==> src/rtl/qupls4_rename_rd.sv <==
`timescale 1ns/1ps
`default_nettype none
// ============================================================================
//  Module   : qupls4_rename_rd
//  Purpose  : Destination-register rename stage. Maps an architectural Rd to
//             a freshly allocated physical register taken from a circular
//             free list. It also reports the previous mapping so that commit
//             can release it later. The output is a one-deep registered
//             valid/ready stage.
//  Optional : `define QUPLS4_RENAME_CKPT_EN adds one rename checkpoint
//             (a RAT copy plus the free-list read pointer).
//  Ports    : clk, rst_n (async, active-low)
//             in_v/in_rd/in_rdz/in_rdy          - upstream handshake
//             out_v/out_prd/out_old_prd/out_rdz - downstream payload
//             out_rdy                           - downstream ready
//             free_v/free_preg                  - commit-time register release
//             free_err                          - pulse: release into full list
//             fl_count                          - free-list occupancy
//             ckpt_save/ckpt_restore            - checkpoint control
//  Revision : 1.0 - initial release
// ============================================================================
module qupls4_rename_rd #(
  parameter int AREGS = 128,
  parameter int PREGS = 256,
  parameter int FLD   = PREGS - AREGS
) (
  input  logic                       clk,
  input  logic                       rst_n,
  input  logic                       in_v,
  input  logic [$clog2(AREGS)-1:0]   in_rd,
  input  logic                       in_rdz,
  output logic                       in_rdy,
  output logic                       out_v,
  output logic [$clog2(PREGS)-1:0]   out_prd,
  output logic [$clog2(PREGS)-1:0]   out_old_prd,
  output logic                       out_rdz,
  input  logic                       out_rdy,
  input  logic                       free_v,
  input  logic [$clog2(PREGS)-1:0]   free_preg,
  output logic                       free_err,
  output logic [$clog2(FLD+1)-1:0]   fl_count,
  input  logic                       ckpt_save,
  input  logic                       ckpt_restore
);

  localparam int AW = $clog2(AREGS);
  localparam int PW = $clog2(PREGS);
  localparam int FW = $clog2(FLD);
  localparam int CW = $clog2(FLD + 1);
  localparam logic [CW-1:0] C_FLD = CW'(FLD);
  localparam logic [FW-1:0] C_PTR_LAST = FW'(FLD - 1);

  logic [PW-1:0] r_rat [AREGS];
  logic [PW-1:0] r_fl  [FLD];
  logic [FW-1:0] r_rptr;
  logic [FW-1:0] r_wptr;
  logic [CW-1:0] r_count;
  logic          r_out_v;
  logic [PW-1:0] r_out_prd;
  logic [PW-1:0] r_out_old_prd;
  logic          r_out_rdz;
  logic          r_free_err;

  logic          w_restore;
  logic          w_in_rdy;
  logic          w_accept;
  logic          w_pop;
  logic          w_full;
  logic          w_push_req;
  logic          w_push;
  logic [PW-1:0] w_head;
  logic [PW-1:0] w_old;
  logic [FW-1:0] w_rptr_nxt;
  logic [FW-1:0] w_wptr_nxt;
  logic [CW-1:0] w_count_nxt;

  function automatic logic [FW-1:0] ptr_inc(input logic [FW-1:0] p);
    return (p == C_PTR_LAST) ? '0 : p + 1'b1;
  endfunction

`ifdef QUPLS4_RENAME_CKPT_EN
  assign w_restore = ckpt_restore;
`else
  logic w_unused_ckpt;
  assign w_restore     = 1'b0;
  assign w_unused_ckpt = ckpt_save ^ ckpt_restore;
`endif

  // A restore flushes the stage, so nothing may be accepted in that cycle.
  assign w_in_rdy   = (!r_out_v || out_rdy) && (in_rdz || (r_count != '0)) && !w_restore;
  assign w_accept   = in_v && w_in_rdy;
  assign w_pop      = w_accept && !in_rdz;
  assign w_full     = (r_count == C_FLD);
  // Physical 0 is hard-wired to architectural 0 and must never re-enter the list.
  assign w_push_req = free_v && (free_preg != '0);
  // A pop in the same cycle makes room even when the list is full.
  assign w_push     = w_push_req && (!w_full || w_pop);
  assign w_head     = r_fl[r_rptr];
  assign w_old      = r_rat[in_rd];

  assign w_rptr_nxt = w_pop  ? ptr_inc(r_rptr) : r_rptr;
  assign w_wptr_nxt = w_push ? ptr_inc(r_wptr) : r_wptr;

  always_comb begin
    w_count_nxt = r_count;
    case ({w_push, w_pop})
      2'b10:   w_count_nxt = r_count + 1'b1;
      2'b01:   w_count_nxt = r_count - 1'b1;
      default: w_count_nxt = r_count;
    endcase
  end

`ifdef QUPLS4_RENAME_CKPT_EN
  logic [PW-1:0] r_ckpt_rat [AREGS];
  logic [FW-1:0] r_ckpt_rptr;
  logic [CW-1:0] w_ckpt_diff;
  logic [CW-1:0] w_ckpt_count;

  // Occupancy is the distance from the restored read pointer to the write
  // pointer modulo FLD. Equal pointers are ambiguous: if the list still
  // holds entries, everything between the pointers is free (full list).
  always_comb begin
    w_ckpt_diff = CW'(w_wptr_nxt) - CW'(r_ckpt_rptr);
    if (w_wptr_nxt < r_ckpt_rptr)
      w_ckpt_diff = w_ckpt_diff + C_FLD;
    w_ckpt_count = w_ckpt_diff;
    if ((w_ckpt_diff == '0) && (w_count_nxt != '0))
      w_ckpt_count = C_FLD;
  end

  always_ff @(posedge clk or negedge rst_n) begin
    if (!rst_n) begin
      for (int i = 0; i < AREGS; i++)
        r_ckpt_rat[i] <= PW'(i);
      r_ckpt_rptr <= '0;
    end else if (ckpt_save && !ckpt_restore) begin
      // Snapshot includes this edge's allocation so a later restore resumes
      // exactly after it.
      for (int i = 0; i < AREGS; i++)
        r_ckpt_rat[i] <= (w_pop && (in_rd == AW'(i))) ? w_head : r_rat[i];
      r_ckpt_rptr <= w_rptr_nxt;
    end
  end
`endif

  always_ff @(posedge clk or negedge rst_n) begin
    if (!rst_n) begin
      for (int i = 0; i < AREGS; i++)
        r_rat[i] <= PW'(i);
      for (int k = 0; k < FLD; k++)
        r_fl[k] <= PW'(AREGS + k);
      r_rptr        <= '0;
      r_wptr        <= '0;
      r_count       <= C_FLD;
      r_out_v       <= 1'b0;
      r_out_prd     <= '0;
      r_out_old_prd <= '0;
      r_out_rdz     <= 1'b0;
      r_free_err    <= 1'b0;
    end else begin
      if (w_push)
        r_fl[r_wptr] <= free_preg;
      r_wptr     <= w_wptr_nxt;
      r_free_err <= w_push_req && !w_push;
`ifdef QUPLS4_RENAME_CKPT_EN
      if (ckpt_restore) begin
        r_rat   <= r_ckpt_rat;
        r_rptr  <= r_ckpt_rptr;
        r_count <= w_ckpt_count;
        r_out_v <= 1'b0;
      end else
`endif
      begin
        if (w_pop)
          r_rat[in_rd] <= w_head;
        r_rptr  <= w_rptr_nxt;
        r_count <= w_count_nxt;
        if (w_accept) begin
          r_out_v       <= 1'b1;
          r_out_prd     <= in_rdz ? '0 : w_head;
          r_out_old_prd <= in_rdz ? '0 : w_old;
          r_out_rdz     <= in_rdz;
        end else if (out_rdy) begin
          r_out_v <= 1'b0;
        end
      end
    end
  end

  assign in_rdy      = w_in_rdy;
  assign out_v       = r_out_v;
  assign out_prd     = r_out_prd;
  assign out_old_prd = r_out_old_prd;
  assign out_rdz     = r_out_rdz;
  assign free_err    = r_free_err;
  assign fl_count    = r_count;

endmodule
`default_nettype wire

==> config.mk <==
export PLATFORM = sky130hd
export DESIGN_NAME = qupls4_rename_rd
export DESIGN_NICKNAME = d
export VERILOG_FILES = /design/src/rtl/qupls4_rename_rd.sv
export SDC_FILE = /design/constraint.sdc
export NUM_CORES = 2
export LEC_CHECK = 0
export BUFFER_PORTS_ARGS = -buffer_cell sky130_fd_sc_hd__buf_4
export CELL_PAD_IN_SITES_DETAIL_PLACEMENT = 1
export CELL_PAD_IN_SITES_GLOBAL_PLACEMENT = 2
export CORE_AREA = 2 2 479 481
export DETAILED_ROUTE_END_ITERATION = 8
export DIE_AREA = 0 0 481 483
export HOLD_SLACK_MARGIN = 0.08
export PLACE_DENSITY = 0.79
export SKIP_CTS_REPAIR_TIMING = 1
export SYNTH_ARGS = -nofsm -noshare
export SYNTH_HDL_FRONTEND = slang
export SYNTH_SLANG_ARGS = --single-unit
==> constraint.sdc <==
create_clock -name clk -period 3.7 [get_ports clk]
set_clock_uncertainty 0.15 [all_clocks]
set_input_delay 0.74 -clock clk [delete_from_list [all_inputs] [get_ports clk]]
set_output_delay 0.74 -clock clk [all_outputs]
set_load 0.02 [all_outputs]
==> impl_metrics.tcl <==
set metrics [dict create \
    status "complete, no violations" \
    synthFlopType "dfrtp_1" \
    fmax_mhz 273 \
    async_flop_share 1.00 \
    vias 62200 \
    core_um2 227000 \
    clock_path_buffers 3 \
    initialDrtViolationCount 4103 \
    cts_buffers 219 \
    place_ws_ps -427 \
    antenna_left 0 \
    dieHeight_um 483 \
    critical_path.max_fanout 69 \
    wl_per_cell_um 29.4 \
    drc 0 \
    clock_sinks 2089 \
    first_pass_iters 7 \
    cts.clk_slew.worst_paths_ps 60 \
    synth.distinct_cells 78 \
    power_leakage_nw 51.3 \
    first_global_vias 68700 \
    port_buffers 48 \
    period_share 0.990 \
    setup_viol 0 \
    layoutNonFillerInstCount 10500 \
    synth-seq-cells 2089 \
    cts_root_buffer "clkbuf_16" \
    slew_violations 0 \
    tritoncts "built" \
    synth_area_um2 97000 \
    grt.total_usage 0.265 \
    drv_cap 0 \
    holdWs_ps 102 \
    worst-setup-path-type "reg2reg" \
    tightest_slew_ps 1210 \
    die-area_um2 232000 \
    powerDensity_nw_per_um2 633 \
    nets 7333 \
    ioPinCount 51 \
    place_congestion 0.904 \
    p_clk_frac 0.310 \
    h-tree-depth 4 \
    startpoint_type "register" \
    p_total_mw 73.3 \
    peakVddDrop_mv 0.860 \
    p_int_mw 49.0 \
    area_delta_synth_final_pct 19.3 \
    drive_gt1_frac 0.640 \
    rows 175 \
    clkLatencyLatePin_ps 880 \
    ys.warnings.count 0 \
    cp.arrival_ps 4250 \
    min_period_ps 3660 \
    via_per_inst 5.92 \
    synth_cells 6693 \
    worst-endpoint-required_ps 4290 \
    min_path_type "in2reg" \
    finalHoldViolCount 0 \
    drt-total-wl_um 309000 \
    synth_edf_count 0 \
    startpoint "r_rptr[0]" \
    slew_headroom 0.197 \
    switching_power_mw 24.3 \
    dp_cells 10100 \
    syn_avg_cell_area_um2 14.5 \
    crit_path_end_kind "register" \
    grt_first_pass_wirelength_um 465000 \
    seq_area_frac_synth 0.552 \
    switching_share 0.331 \
    dieWidth_um 481 \
    start_util 0.428 \
    place.detailed.hpwl_um 207000 \
    antenna_found_initial 6 \
    fin_ws_ps 35.5 \
    rsz0062_at_grt "true" \
    grt_overflow 0 \
    post_dp_cell_area_um2 108000 \
    grt_max_degree 101 \
    synthesis.nets 6721 \
    hp-start "in_rdz" \
    r2r_start "r_rptr[0]" \
    post-route-cell-area_um2 116000 \
    pwr-share-seq 0.394 \
    p_comb_frac 0.296 \
]
path summary, 6_finish.rpt:
kind	endpoint	slack (ps)	depth (start not counted)
worst max-delay path	r_rat[247]	40	8
worst min-delay path	out_rdz	100	3
worst max register to register	r_rat[247]	40	8
worst min register to register	r_rat[879]	340	1
max in group asynchronous	r_fl[569]	1630	3
min in group asynchronous	r_rat[426]	400	2
layer usage:
metal | global-route usage | part of all wire | up-vias
met5 | 0 | 0.000026 | -
met4 | 0.119 | 0.049 | 2
met3 | 0.0385 | 0.043 | 607
met2 | 0.434 | 0.49 | 1482
met1 | 0.347 | 0.42 | 33900
li1 | - | - | 26200
cell usage after synthesis (8+ instances only):
cell | instances | share of area
a22o_1 | 33 | 0.0030
dfrtp_1 | 1064 | 0.27
a21boi_0 | 16 | 0.0012
buf_1 | 34 | 0.0013
o2bb2ai_1 | 13 | 0.0012
a211oi_1 | 30 | 0.0023
o21ai_0 | 82 | 0.0042
a221oi_1 | 154 | 0.014
a31oi_1 | 13 | 0.00084
mux2_2 | 2179 | 0.25
mux2i_1 | 198 | 0.020
o221ai_1 | 15 | 0.0014
buf_2 | 182 | 0.0094
nand2_1 | 281 | 0.011
and2_1 | 9 | 0.00058
a211o_1 | 11 | 0.00099
a22oi_1 | 102 | 0.0079
a32oi_1 | 13 | 0.0012
mux2_1 | 19 | 0.0022
a21oi_1 | 100 | 0.0052
nor2b_1 | 22 | 0.0014
nor2_2 | 14 | 0.00090
nor3_1 | 20 | 0.0010
buf_6 | 19 | 0.0022
xnor2_1 | 8 | 0.00072
nand4_1 | 27 | 0.0017
nand3_1 | 10 | 0.00052
mux4_2 | 251 | 0.058
or2_2 | 10 | 0.00064
o22ai_1 | 45 | 0.0029
dfstp_2 | 1025 | 0.28
nor2_1 | 217 | 0.0084
clkbuf_1 | 263 | 0.010
xor2_1 | 9 | 0.00081
a221o_1 | 28 | 0.0029
buf_4 | 28 | 0.0022
nand2b_1 | 10 | 0.00064
o22a_1 | 10 | 0.00090
o2111ai_1 | 17 | 0.0015
cells by family (layout without fill, tap and decap cells):
| logic type | after synthesis | after routing | synth area share |
|---|---|---|---|
| DFF | 2089 | 2089 | 0.552 |
| AOI/OAI and AO/OA | 728 | 728 | 0.0556 |
| buffers and inverters | 536 | 1344 | 0.0256 |
| xor gates and xnor gates | 17 | 17 | 0.00153 |
| and+or+nand+nor | 671 | 671 | 0.0308 |
| muxes | 2647 | 2647 | 0.334 |
| other | 0 | 5 | 0 |
| adders and majority gates | 5 | 5 | 0.000645 |
final cells by class:
type                            instances  area (µm²)
Fill cell                           22000      111000
Sequential cell                      2089       53600
Multi-Input combinational cell       4068       41300
Timing Repair Buffer                  917        9660
Clock buffer                          352        6600
Tap cell                             3009        3760
Clock inverter                         65         825
Inverter                               10        37.5
Antenna cell                            5        12.5
worst max-delay path, cell delays in order (launching register included):
cell,delay [ps]
dfrtp_4,520
buf_12,200
buf_12,300
mux4_2,540
o21ai_0,340
and4_1,480
a32oi_4,240
buf_12,250
mux2_2,340
through the flow:
step | utilization | setup TNS [ps]
2_1_floorplan | - | -19.2
3_3_place_gp | 0.476 | -45040
3_5_place_dp | 0.476 | -31010
4_1_cts | 0.509 | -19560
5_1_grt | 0.510 | -1110
6_report | 0.510 | 0
layout by cell type (no fill, tap or decap), types with 80 or more instances in the layout:
cell type	count
clkbuf_16	223
nand2_1	281
dfstp_2	1025
buf_12	208
a221oi_1	152
mux2i_1	198
nor2_1	213
buf_4	693
mux4_2	251
dfrtp_1	1057
o21ai_0	80
a22oi_1	100
a21oi_1	99
mux2_2	2179
power groups by stage:
stage	Clock (mW)	Sequential, mW	Combinational (mW)
after global routing	24.1	29.2	22.7
after CTS	23.2	28.9	21.3
after floorplan	0	28.4	11.7
after detailed placement	0	29.2	21.1
final	22.7	28.9	21.7
after global placement	0	28.8	20.5
sequential cells by signal, indices dropped and copies added (netlist names):
| register | cells |
|---|---|
| free_err | 1 |
| r_rptr | 7 |
| fl_count | 8 |
| out_v | 1 |
| r_wptr | 7 |
| out_rdz | 1 |
| r_fl | 1024 |
| r_rat | 1024 |
| out_old_prd | 8 |
| out_prd | 8 |
No activity file was read; power rests on OpenSTA's default activity.
